### src/rtl/apu_pkg.sv
// Shared types and helpers for the APU output mixer.
// Holds the mixer state encoding, accumulator sizing and the output clamp.
package apu_pkg;

  typedef enum logic [1:0] {
    IDLE,
    ACCUM,
    SCALE,
    OUT
  } mixer_state_t;

  // Wide enough to hold the sum of every channel at full scale.
  function automatic int acc_width(input int num_ch, input int sample_w);
    return sample_w + $clog2(num_ch);
  endfunction

  function automatic logic [63:0] sat_clamp(input logic [63:0] v, input int out_w);
    logic [63:0] lim;
    lim = (64'd1 << out_w) - 64'd1;
    return (v > lim) ? lim : v;
  endfunction

endpackage

### src/rtl/apu_sat_scale.sv
// Applies master volume to the accumulated mix and clamps it to the DAC width.
// Purely combinational; gain is (vol+1)/2^VOL_W.
module apu_sat_scale
  import apu_pkg::*;
#(
  parameter int ACC_W = 6,
  parameter int VOL_W = 3,
  parameter int OUT_W = 6
) (
  input  logic [ACC_W-1:0] acc,
  input  logic [VOL_W-1:0] vol,
  output logic [OUT_W-1:0] result
);

  localparam int PROD_W = ACC_W + VOL_W + 1;

  logic [VOL_W:0]    gain;
  logic [PROD_W-1:0] prod;
  logic [PROD_W-1:0] shifted;

  assign gain    = {1'b0, vol} + {{VOL_W{1'b0}}, 1'b1};
  assign prod    = PROD_W'(acc) * PROD_W'(gain);
  assign shifted = prod >> VOL_W;
  assign result  = OUT_W'(sat_clamp(64'(shifted), OUT_W));

endmodule

### src/rtl/apu_mixer_seq.sv
// Time-multiplexed APU mixer: snapshots all channels on a strobe, sums one channel
// per clock, scales by master volume and registers a saturated sample onto audio_out.
module apu_mixer_seq
  import apu_pkg::*;
#(
  parameter int NUM_CH   = 4,
  parameter int SAMPLE_W = 4,
  parameter int VOL_W    = 3,
  parameter int OUT_W    = 6
) (
  input  logic                         clk,
  input  logic                         reset,
  input  logic                         sample_strobe,
  input  logic [NUM_CH*SAMPLE_W-1:0]   ch_sample,
  input  logic [NUM_CH-1:0]            ch_enable,
  input  logic [VOL_W-1:0]             master_vol,
  output logic [OUT_W-1:0]             audio_out,
  output logic                         audio_valid,
  output logic                         busy,
  output logic                         overrun
);

  localparam int ACC_W = acc_width(NUM_CH, SAMPLE_W);
  localparam int IDX_W = (NUM_CH > 1) ? $clog2(NUM_CH) : 1;
  localparam logic [IDX_W-1:0] LAST_IDX = IDX_W'(NUM_CH - 1);

  mixer_state_t         state;
  logic [SAMPLE_W-1:0]  ch_arr [NUM_CH];
  logic [SAMPLE_W-1:0]  samp_q [NUM_CH];
  logic [NUM_CH-1:0]    en_q;
  logic [VOL_W-1:0]     vol_q;
  logic [IDX_W-1:0]     idx;
  logic [ACC_W-1:0]     acc;
  logic [ACC_W-1:0]     term;
  logic [OUT_W-1:0]     sat_res;
  logic [OUT_W-1:0]     sat_q;

  always_comb begin
    for (int i = 0; i < NUM_CH; i++) begin
      ch_arr[i] = ch_sample[i*SAMPLE_W +: SAMPLE_W];
    end
  end

  always_comb begin
    term = en_q[idx] ? ACC_W'(samp_q[idx]) : '0;
  end

  apu_sat_scale #(
    .ACC_W (ACC_W),
    .VOL_W (VOL_W),
    .OUT_W (OUT_W)
  ) u_sat_scale (
    .acc    (acc),
    .vol    (vol_q),
    .result (sat_res)
  );

  // Inputs are only sampled on an accepted strobe, so later changes never reach a mix in flight.
  always_ff @(posedge clk or posedge reset) begin
    if (reset) begin
      state       <= IDLE;
      idx         <= '0;
      acc         <= '0;
      sat_q       <= '0;
      audio_out   <= '0;
      audio_valid <= 1'b0;
      busy        <= 1'b0;
      overrun     <= 1'b0;
      en_q        <= '0;
      vol_q       <= '0;
      for (int i = 0; i < NUM_CH; i++) begin
        samp_q[i] <= '0;
      end
    end else begin
      audio_valid <= 1'b0;
      case (state)
        IDLE: begin
          if (sample_strobe) begin
            samp_q <= ch_arr;
            en_q   <= ch_enable;
            vol_q  <= master_vol;
            acc    <= '0;
            idx    <= '0;
            busy   <= 1'b1;
            state  <= ACCUM;
          end
        end
        ACCUM: begin
          if (sample_strobe) overrun <= 1'b1;
          acc <= acc + term;
          idx <= idx + 1'b1;
          if (idx == LAST_IDX) state <= SCALE;
        end
        SCALE: begin
          if (sample_strobe) overrun <= 1'b1;
          sat_q <= sat_res;
          busy  <= 1'b0;
          state <= OUT;
        end
        OUT: begin
          audio_out   <= sat_q;
          audio_valid <= 1'b1;
          // A strobe landing here starts the next mix without a gap.
          if (sample_strobe) begin
            samp_q <= ch_arr;
            en_q   <= ch_enable;
            vol_q  <= master_vol;
            acc    <= '0;
            idx    <= '0;
            busy   <= 1'b1;
            state  <= ACCUM;
          end else begin
            state <= IDLE;
          end
        end
        default: state <= IDLE;
      endcase
    end
  end

endmodule

### config.mk
export PLATFORM = sky130hd
export DESIGN_NAME = apu_mixer_seq
export DESIGN_NICKNAME = d
export VERILOG_FILES = /design/src/rtl/apu_pkg.sv /design/src/rtl/apu_sat_scale.sv /design/src/rtl/apu_mixer_seq.sv
export SDC_FILE = /design/constraint.sdc
export NUM_CORES = 1
export LEC_CHECK = 0
export ABC_AREA = 1
export CORE_MARGIN = 4
export CORE_UTILIZATION = 23
export CTS_CLUSTER_SIZE = 24
export DETAILED_ROUTE_END_ITERATION = 12
export DONT_BUFFER_PORTS = 1
export HOLD_SLACK_MARGIN = 0.03
export PLACE_DENSITY = 0.32
export SKIP_CTS_REPAIR_TIMING = 1
export SLEW_MARGIN = 10
export SYNTH_ARGS = -nofsm -noshare
export SYNTH_HDL_FRONTEND = slang
export SYNTH_SLANG_ARGS = --single-unit
export TNS_END_PERCENT = 100
### constraint.sdc
create_clock -name clk -period 7 [get_ports clk]
set_input_delay 1.4 -clock clk [delete_from_list [all_inputs] [get_ports clk]]
set_output_delay 1.4 -clock clk [all_outputs]
set_load 0.05 [all_outputs]
== Word-level counts from Yosys, hierarchy flattened ==
Index checks and enable logic that the tools add are counted.
Storage, ports and cells
  register bits after elaboration: 48
  input bits: 26
  output and inout port bits: 9
  logic and storage cells: 57
Operators by class
  add/sub/neg operators: 3
  multipliers: 1
  $lt $le $gt $ge: 3
  equality and inequality tests: 7
  multiplexer cells: 18
  bitwise operators: 1
  reductions and logical operators: 10
Operator list (count)
  4-bit two-way mux: 3
  6-bit two-way mux: 2
  6-bit one-hot mux with 2 select lines: 1
  6-bit by 4-bit multiplier with 10-bit output: 1
  2-bit AND reduction: 5
  4-bit binary-select mux with 2-bit select: 1
  2-bit one-hot mux with 4 select lines: 1
  7-bit by 6-bit greater-than comparator with 1-bit output, second input constant: 1
  6-bit by 4-bit adder with 6-bit output: 1
  2-bit equality test, second input constant: 3
  2-bit two-way mux: 3
  3-bit by 1-bit adder with 4-bit output, second input constant: 1
  1-bit two-way mux: 4
  2-bit inequality test, second input constant: 2
  2-bit one-hot mux with 2 select lines: 1
  2-bit nonzero test: 2
  2-bit OR reduction: 2
  3-bit greater-or-equal comparator, second input constant: 1
  2-bit by 3-bit < comparator with 1-bit output, second input constant: 1
  2-bit inverter with 3-bit output: 1
  2-bit by 1-bit adder with 2-bit output, second input constant: 1
  1-bit binary-select mux with 2-bit select: 1
  2-bit by 1-bit equality test with 1-bit output, second input constant: 1
  2-bit logical NOT: 1
  other kinds (2): 2

== Depth between registers and ports, before layout ==
  depth in word-level cells: 7
  gate-level depth with buffers: 18
  mapped depth without buffers: 18

== Hierarchy ==
A second synthesis with hierarchy kept.
Unflattened totals
  cell total of the unflattened synthesis: 355
  area, all modules: 3103.0 um2
By module, submodules not included
  apu_mixer_seq: instances 1, cells each 230, area each 2293.4 um2, seq. area each 1201.2 um2
  apu_sat_scale: instances 1, cells each 125, area each 809.5 um2, seq. area each 0.0 um2

== Least setup slack after synthesis ==
Ideal clock, no wire load.
  kind: flip-flop to flip-flop
  start: reg vol_q[0]
  end: reg sat_q[3]
  setup time: 0.113 ns
  arrival time: 3.139 ns
  required time: 6.887 ns
  slack: 3.748 ns
  stages on the path, launching flop included: 14
  buffers on the path: 0
  clock period less this slack: 3.252 ns
  path through: dfrtp_1 > ha_1 > xnor2_1 > or2_2 > fa_1 > inv_1 > fa_1 > fa_1 > nand3_1 > nand3b_1 > a21oi_1 > nand3_1 > nand2_1 > inv_1
Between the ends
  word-level cells in the longest chain between the ends: 4
Ends and longest elaborated chain
  from (decl): RTL line apu_mixer_seq.sv:31  | logic [VOL_W-1:0] vol_q;
  from (signal assigned): RTL line apu_mixer_seq.sv:81  | vol_q <= master_vol;
  from (signal assigned): RTL line apu_mixer_seq.sv:107  | vol_q <= master_vol;
  3-bit by 1-bit adder with 4-bit output (*): RTL line apu_sat_scale.sv:21  | assign gain = {1'b0, vol} + {{VOL_W{1'b0}}, 1'b1};
  6-bit by 4-bit multiplier with 10-bit output (*): RTL line apu_sat_scale.sv:22  | assign prod = PROD_W'(acc) * PROD_W'(gain);
  7-bit by 6-bit greater-than comparator with 1-bit output: RTL line apu_pkg.sv:20  | return (v > lim) ? lim : v;
  6-bit two-way mux (*): RTL line apu_pkg.sv:20
  to (signal assigned): RTL line apu_mixer_seq.sv:96  | sat_q <= sat_res;
  to (decl): RTL line apu_mixer_seq.sv:36  | logic [OUT_W-1:0] sat_q;
Every way passes the cells marked *; elsewhere a longest branch is shown, timed or not.
A chain may end at the register's enable or synchronous reset.

== Worst setup path after layout ==
  start: reg vol_q[0]
  end: reg sat_q[1]
The elaborated chain is that of the path after synthesis.

==> metrics <==
initial core utilization 0.235; critical path's largest stage delay between 500 and 600 ps; overflow left after global routing 0; total power draw 1.31 mW; largest cells by area after synthesis dfrtp_1 40%, nand2_1 14%, ha_1 9.7%, inv_1 7.1%, fa_1 6.1%; CTS tree built; shortest clock period the worst path allows after layout 3530 ps; Reg-to-Reg Start vol_q[0]; Crit. End Element flop; Final Cycle Share 0.505; total wirelength of the detailed-routed design a little over 7 mm; area of the core roughly 13000 um2; R2R setup slack between 3000 and 4000 ps; maximum vdd drop 0.110 mV; overall die height between 100 and 150 um; relative max-transition margin 0.401; sequential share of the synthesized area 0.405; post-synthesis area per instance slightly below 8 um2; Post-synth top cells 107 x nand2_1, 56 x inv_1, 48 x dfrtp_1; post-layout instance count excluding filler cells between 500 and 600; unique cell type count in the Yosys netlist 25; First-pass DRT Iterations 7; cell count after placement 541; Hold EP samp_q[12]; launching element type of the critical path flop; synthesis-to-layout area growth 11.6%; P_leak approximately 1.8 nW; number of instances in the synthesized netlist between 300 and 400; FP Rows around 40; number of buffers added on ports 0; worst setup path startpoint vol_q[0]; number of buffers on the longest clock path 2; Sink Count 48; FMAX around 280 MHz; Synth Register Bits 48; number of buffers inserted during clock tree synthesis 5; wire length of the first global-routing pass 12.8 mm; Via density about 4.1; outcome finished clean; vias in the first global route roughly 2.5k; number of DRC violations after detailed-routing iteration 0 59; most common cell in the synthesized netlist nand2_1; share of post-route cells with drive strength above 1 0.0663; All-Layer GR Usage 0.109; drc violations 0; H-tree depth reported by CTS 2; critical path data required time between 7000 and 8000 ps; CTS Root Buffer Type clkbuf_16; Post-synth EDFFs 0; number of antenna cells inserted 0; endpoint of the most critical register-to-register path sat_q[1]; Ys Warns 0; Power Density roughly 390 nW/um2; number of hold-slack violations in the final timing report 0; number of nets in the final layout ~430; Post-Route Skew 3.77 ps; overall die width 122 um; die outline area between 10000 and 15000 um2; Routed Antenna Nets 0; number of cell instances on the worst register-to-register path 17; number of top-level pins 35; Critical Path, Cell by Cell ha_1, xnor2_1, nor2_1, fa_1, inv_1, fa_1, inv_1, ha_1, nand2_1, inv_1, nand3_2, nand2_2, nand2_2, nand3_1, nand3_1, nand2_1, inv_1; number of antenna violations at the first check in global routing 0; pin slew with the least headroom to its limit 898 ps; clock transition at the registers of the reported paths 70 ps; setup tns final 0 ps; vias after detailed routing between 2k and 2.5k; critical path fanouts, max 8; placed wire-length estimate after detailed placement between 5 and 6 mm; Worst EP arrival 3730 ps; async set or reset register ratio after synthesis 1.00; final weighted congestion in routability-driven placement roughly 0.78; area leader, netlist dfrtp_1; Clock Latency Late Sink 290 ps; library cell appearing most often on the critical path inv_1; max-cap check violation count 0; flip-flop cell with the highest count after synthesis dfrtp_1; number of pins with negative max-slew slack in the final report 0; post-synthesis instance area ~3000 um2; proportion of netlist area held by the largest area contributor 0.405; wire per inst roughly 13 um; unrepaired setup endpoints after global routing false; Hold Crit Class flop to flop; net count after synthesis between 400 and 500; worst hold path depth 2; number of endpoints failing setup at the final stage 0; Critical Path Slowest Stage Cell fa_1; Crit Path Class flop to flop; critical hold path startpoint samp_q[12]; largest net degree at the start of global routing 46
-- metal layers --
layer	global-route usage	vias to the layer above	wire, um
li1	-	1177	-
met1	0.136	1065	3320
met2	0.194	29	3690
met3	0.0246	5	218
met4	0.0189	0	52
met5	0	-	0
-- final cells by class --
cell class | count | area [um2]
Sequential cell | 48 | 1200
Inverter | 57 | 214
Multi-Input combinational cell | 262 | 1510
Timing Repair Buffer | 2 | 15.0
Clock inverter | 2 | 13.8
Tap cell | 172 | 215
Fill cell | 1452 | 9310
Clock buffer | 6 | 139
-- report_power, final --
group	switching [mW]	leakage [nW]	internal, mW	total (mW)
sequential	0.164	0.591	0.397	0.561
combinational	0.311	1.11	0.173	0.484
clock	0.117	0.0772	0.143	0.260
-- cells in the final DEF (no fill, tap or decap) --
cell       count
a21oi_1       22
nand2_1      107
clkbuf_8       1
nor2_1        35
xnor2_1        1
or2_2          1
dfrtp_1       48
clkinv_1       1
inv_2          1
o22ai_1        5
a21boi_4       1
inv_1         55
o21ai_0       29
a21o_1         1
clkbuf_16      5
mux2_2         3
inv_6          1
buf_4          2
nand2_2        6
nand3_2        2
ha_1          23
nor2_2         1
nor3_1         1
clkinv_2       1
nand3b_1       1
fa_1           9
xor2_1         1
nand4_1        1
nand3_1       12
-- cells by family after synthesis --
| group | share of synthesized area |
|---|---|
| mux | 0.0114 |
| simple gates | 0.230 |
| buf+inv | 0.0852 |
| flops | 0.405 |
| fa+ha+maj | 0.158 |
| compound gates | 0.105 |
| xor+xnor | 0.00590 |
-- how the worst max path moves through the flow --
stage,endpoint,cells past startpoint
final,sat_q[1],17
after global routing,sat_q[1],17
after CTS,sat_q[1],17
after detailed placement,sat_q[1],17
after global placement,sat_q[1],17
after floorplan,sat_q[3],13
-- critical path: cells and delay by family, from the launching register on --
kind                       cells  cell delay, ps
buffers and inverters          4             200
DFF                            1             470
and+or+nand+nor                8             750
adders and majority gates      4            1640
xor gates and xnor gates       1             380
-- sequential cells by signal (all words and copies together), names as in the netlist, 2 cells and up --
| register | cells |
|---|---|
| acc | 6 |
| idx | 2 |
| sat_q | 6 |
| state | 2 |
| audio_out | 6 |
| vol_q | 3 |
| en_q | 4 |
| samp_q | 16 |
-- metrics by stage --
step / worst slack (ps) / area, um2 / hold slack [ps] / utilization
after detailed placement: 3420 / 3160 / 465 / 0.250
after floorplan: 3750 / 2970 / 444 / -
after global routing: 3100 / 3310 / 505 / 0.262
after global placement: 3440 / 3160 / 465 / 0.250
final: 3470 / 3310 / 476 / 0.262
after CTS: 3410 / 3310 / 485 / 0.262
No activity file was read; power rests on OpenSTA's default activity.
